$ cat src/rtl/keygen_mq_montyred.sv
// Four-stage pipelined Montgomery reducer: dout = din * 2^-16 mod Q, canonical in [0, Q).
// Optional input range checker enabled by defining KEYGEN_MQ_RED_RANGE_CHK_EN.
module keygen_mq_montyred #(
   parameter int Q          = 12289,
   parameter int Q0I        = 12287,
   parameter int DIN_WIDTH  = 32,
   parameter int DOUT_WIDTH = 16
) (
   input  logic                  clk,
   input  logic                  reset,
   input  logic [DIN_WIDTH-1:0]  din,
   input  logic                  din_valid,
   output logic                  din_ready,
   output logic [DOUT_WIDTH-1:0] dout,
   output logic                  dout_valid,
   input  logic                  dout_ready,
   output logic                  range_err
);

   localparam int ZW = DIN_WIDTH + 1;   // z + t without truncation
   localparam int SW = ZW - 16;         // s = (z + t) >> 16
   localparam int RW = SW + 1;          // signed room for s - Q
   localparam logic [15:0] Q0I_W = 16'(Q0I);
   localparam logic [15:0] Q_W   = 16'(Q);

   logic                  s1_valid, s2_valid, s3_valid, s4_valid;
   logic [DIN_WIDTH-1:0]  s1_z, s2_z;
   logic [15:0]           s1_m, m_next;
   logic [30:0]           s2_t, t_next;
   logic [ZW-1:0]         sum_zt;
   logic [SW-1:0]         s3_s, s_next;
   logic signed [RW-1:0]  r_diff, r_fix;
   logic [DOUT_WIDTH-1:0] s4_r;
   logic                  adv;

   // Handshake: a word moves on either port only in a cycle where valid and
   // ready are both high; the whole pipe advances together when S4 is empty
   // or being drained, otherwise every stage holds.
   assign adv        = !s4_valid || dout_ready;
   assign din_ready  = adv && !reset;
   assign dout       = s4_r;
   assign dout_valid = s4_valid && !reset;

   always_comb begin
      m_next = din[15:0] * Q0I_W;
      t_next = 31'(s1_m) * 31'(Q_W);
      sum_zt = ZW'(s2_z) + ZW'(s2_t);
      s_next = SW'(sum_zt >> 16);
      r_diff = $signed({1'b0, s3_s}) - $signed(RW'(Q_W));
      r_fix  = r_diff;
      if (r_diff[RW-1])
         r_fix = r_diff + $signed(RW'(Q_W));
   end

   always_ff @(posedge clk) begin
      if (reset) begin
         s1_valid <= 1'b0;
         s2_valid <= 1'b0;
         s3_valid <= 1'b0;
         s4_valid <= 1'b0;
         s4_r     <= '0;
      end else if (adv) begin
         s1_valid <= din_valid;
         s1_z     <= din;
         s1_m     <= m_next;
         s2_valid <= s1_valid;
         s2_z     <= s1_z;
         s2_t     <= t_next;
         s3_valid <= s2_valid;
         s3_s     <= s_next;
         s4_valid <= s3_valid;
         s4_r     <= DOUT_WIDTH'(r_fix);
      end
   end

`ifdef KEYGEN_MQ_RED_RANGE_CHK_EN
   localparam logic [ZW-1:0] Z_LIMIT = ZW'(Q) << 16;
   logic range_err_q;

   always_ff @(posedge clk) begin
      if (reset)
         range_err_q <= 1'b0;
      else if (din_valid && din_ready && (ZW'(din) >= Z_LIMIT))
         range_err_q <= 1'b1;
   end

   assign range_err = range_err_q;
`else
   assign range_err = 1'b0;
`endif

endmodule

$ cat config.mk
export PLATFORM = sky130hd
export DESIGN_NAME = keygen_mq_montyred
export DESIGN_NICKNAME = d
export VERILOG_FILES = /design/src/rtl/keygen_mq_montyred.sv
export SDC_FILE = /design/constraint.sdc
export NUM_CORES = 1
export LEC_CHECK = 0
export CAP_MARGIN = 20
export CORE_MARGIN = 3
export CORE_UTILIZATION = 40
export CTS_CLUSTER_DIAMETER = 100
export DETAILED_ROUTE_END_ITERATION = 8
export GPL_TIMING_DRIVEN = 0
export SLEW_MARGIN = 20
export SYNTH_ARGS = -nofsm -noshare
export SYNTH_HDL_FRONTEND = slang
export SYNTH_SLANG_ARGS = --single-unit
export TNS_END_PERCENT = 5
$ cat constraint.sdc
create_clock -name clk -period 8.9 [get_ports clk]
set_input_delay 1.78 -clock clk [delete_from_list [all_inputs] [get_ports clk]]
set_output_delay 1.78 -clock clk [all_outputs]
set_load 0.02 [all_outputs]
==> results.md <==
* Maximum cell stage delay along the critical path at 730 ps
* Layout Skew at 11.2 ps
* Setup TNS Final at 0 ps
* Die X-Extent at 169 um
* Sum of overflow across all layers after global routing at 0
* Total wire length after detailed routing at 19.2 mm
* Final period demand of the worst path at 7380 ps
* First-pass detailed-route iteration total at 4
* Critical-path cell with the highest stage delay: sky130_fd_sc_hd__clkdlybuf4s50_1
* Fraction of registers with async set or reset after synthesis at 0%
* Category of the critical setup timing path: in -> reg
* Global-route total usage across every layer at 14.2%
* Die Height at 169 um
* Worst-Skew Late Latency at 420 ps
* Global placer's final weighted congestion at between 0.8 and 0.9
* Vias at 6464
* Area enclosed by the die boundary at 0.0284 mm^2
* Headroom to the max-slew limit at 50.1%
* Mapped Nets at 1153
* Post-synthesis instance area at between 0.01 and 0.015 mm^2
* Cell types with the largest area share after synthesis: sky130_fd_sc_hd__edfxtp_1, sky130_fd_sc_hd__ha_1, sky130_fd_sc_hd__fa_1, sky130_fd_sc_hd__xnor2_1, sky130_fd_sc_hd__inv_1
* EDFF count, synth at 125
* Worst hold path class: reg -> reg
* Post-CTS setup buffer count at 0
* Number of buffers between clock root and the deepest sink at 2
* RSZ-0062 raised after global routing: false
* Number of antenna violations at the first check in global routing at 0
* Layout Nets at 1231
* Average via count per standard cell at just under 5
* Core outline area at around 0.026 mm^2
* Setup WS pre-CTS at between 1000 and 1500 ps
* Clock Sinks at between 100 and 150
* Max-slew violation total from the final report at 0
* Yosys top cell area share at 35.5%
* Post-Syn Instances at 887
* Critical-path cell list: clkdlybuf4s50_1 > inv_1 > fa_1 > inv_1 > fa_1 > inv_1 > fa_1 > fa_1 > inv_1 > fa_1 > inv_1 > fa_1 > inv_1 > ha_1 > and3_1 > a211o_1 > a21o_1 > a21oi_1 > o21ai_0 > xnor2_1
* Maximum number of pins on one net before global-route repair at 28
* Via count of the first global-routing pass at 6482
* Kind of start point of the critical path: input port
* Global-route wire length before repair at 32.7 mm
* Number of endpoints failing setup at the final stage at 0
* Status: completed
* Average footprint of a synthesized cell at between 10 and 15 um^2
* Data arrival time of the critical path at about 7600 ps
* Port Buffer Count at 53
* Synth Warn # at 0
* Maximum level of the CTS H-tree at 4
* Cell taking the most area after synthesis: sky130_fd_sc_hd__edfxtp_1
* Drt wl/cell at ~15 um
* Post-route DRC violation count at 0
* Transition at the pin with the smallest max-transition slack at 743 ps
* Fraction of layout cells with a size suffix above 1 at under 10%
* Slack of the critical path at 1520 ps
* Cell with the most instances after synthesis: sky130_fd_sc_hd__ha_1
* Share of the yosys chip area belonging to registers at 39.3%
* Clock Tree Root: sky130_fd_sc_hd__clkbuf_16
* Most used flip-flop cell after synthesis: sky130_fd_sc_hd__edfxtp_1
* Count of unique library cells instantiated by Yosys at 67
* Most frequent cells after synthesis: sky130_fd_sc_hd__ha_1, sky130_fd_sc_hd__edfxtp_1, sky130_fd_sc_hd__inv_1
* Total of flip-flops plus latches after synthesis at 145
* I/O pin total at between 50 and 60
* CTS-repair resized insts at 0
* Initial core utilization at between 40% and 50%
* Diode insertion count for antenna repair at 0
* Detailed placement HPWL at 15.7 mm
* Endpoints failing hold at 0
* Clock buffers created by TritonCTS at 17
* Detailed router's first-iteration violation count at 231
* Clock-pin slew on the worst setup and hold paths at 70 ps
* Crit path required time at 9060 ps
* Critical Path End Type: flip-flop
* Max capacitance violation total at 0
* Tcrit/Tclk final at 83.0%
* Largest fanout on the critical path at 6
* Post-CTS Hold Fix Bufs at 0
* Timing-limited maximum frequency at 135 MHz
* Num rows at 58
* Antenna violation net count after detailed routing at 0
* Clock tree from TritonCTS: built
* Area Overhead vs Synth at 16.0%
[critical path, delay by kind of cell]
family	cells	cell delay [ps]
fa+ha+maj	7	3240
compound gates	4	900
simple gates	1	210
buf+inv	7	1290
xor+xnor	1	140
[placed cells by master, fill, tap and decap left out, types with 5 or more instances in the layout]
cell type / instances
sky130_fd_sc_hd__dfxtp_1: 20
sky130_fd_sc_hd__o21a_1: 5
sky130_fd_sc_hd__clkbuf_16: 17
sky130_fd_sc_hd__edfxtp_1: 125
sky130_fd_sc_hd__a211oi_1: 10
sky130_fd_sc_hd__clkdlybuf4s50_1: 53
sky130_fd_sc_hd__xor2_1: 21
sky130_fd_sc_hd__o21ai_0: 17
sky130_fd_sc_hd__ha_1: 165
sky130_fd_sc_hd__o21ai_1: 5
sky130_fd_sc_hd__xnor2_1: 60
sky130_fd_sc_hd__nor2_1: 37
sky130_fd_sc_hd__and3_1: 10
sky130_fd_sc_hd__or3_1: 7
sky130_fd_sc_hd__a21oi_1: 49
sky130_fd_sc_hd__a21o_1: 16
sky130_fd_sc_hd__nand2_1: 44
sky130_fd_sc_hd__nand2b_1: 6
sky130_fd_sc_hd__nor2b_1: 7
sky130_fd_sc_hd__inv_1: 109
sky130_fd_sc_hd__inv_6: 6
sky130_fd_sc_hd__nand3_1: 17
sky130_fd_sc_hd__a31oi_1: 5
sky130_fd_sc_hd__nor3_1: 13
sky130_fd_sc_hd__fa_1: 65
[metrics by stage]
stage	std cells	hold WS, ps	cell area, um^2	util, %
floorplan	887	400	10600	-
global placement	1270	401	11500	45.1
detailed placement	1276	405	11700	45.7
CTS	1308	419	12300	48.0
global route	1308	422	12300	48.0
finish	1308	416	12300	48.0
[final cells by class]
type                       count  area (um^2)
clock inverter                15          168
clock buffer                  17          425
buffer                        10         55.1
timing repair buffer          59          681
multi-input combinational    623         5950
tap                          330          413
fill                        2324        13300
sequential                   145         4150
inverter                     109          409
[final timing paths]
| kind | end | slack (ps) | start | cells past startpoint |
|---|---|---|---|---|
| worst max register to register | s2_t[29] | 4120 | s1_m[6] | 15 |
| worst min-delay path | s2_z[26] | 420 | s1_z[26] | 0 |
| worst max-delay path | s1_m[15] | 1520 | din[4] | 20 |
| worst min register to register | s2_z[26] | 420 | s1_z[26] | 0 |
[layer usage]
metal	track usage (%)	vias up	routed length, um
li1	-	3308	-
met1	20.5	3056	9460
met2	22.3	88	8870
met3	2.64	12	602
met4	3.49	0	230
met5	0	-	0
[registers in the layout, indices dropped and copies added (netlist names)]
signal and cells:
s1_z 32, s2_z 32, s2_t 29, s3_s 17, dout 16, s1_m 15, s1_valid 1, s2_valid 1
s3_valid 1, s4_valid 1
[kinds of logic after synthesis]
family                   count (synthesis)  synth area share, %
flip-flops                             145                 39.3
multiplexers                             3                0.296
AND/OR/NAND/NOR                        166                 8.26
AO/OA/AOI/OAI                          142                 9.11
adder cells (fa/ha/maj)                230                 31.9
buffers and inverters                  119                 4.39
XOR/XNOR                                81                 6.72
other                                    1               0.0355
Power is left out: the tool's default activity adds up to more than one toggle a clock period on the data nets, which glitch-free logic cannot reach.
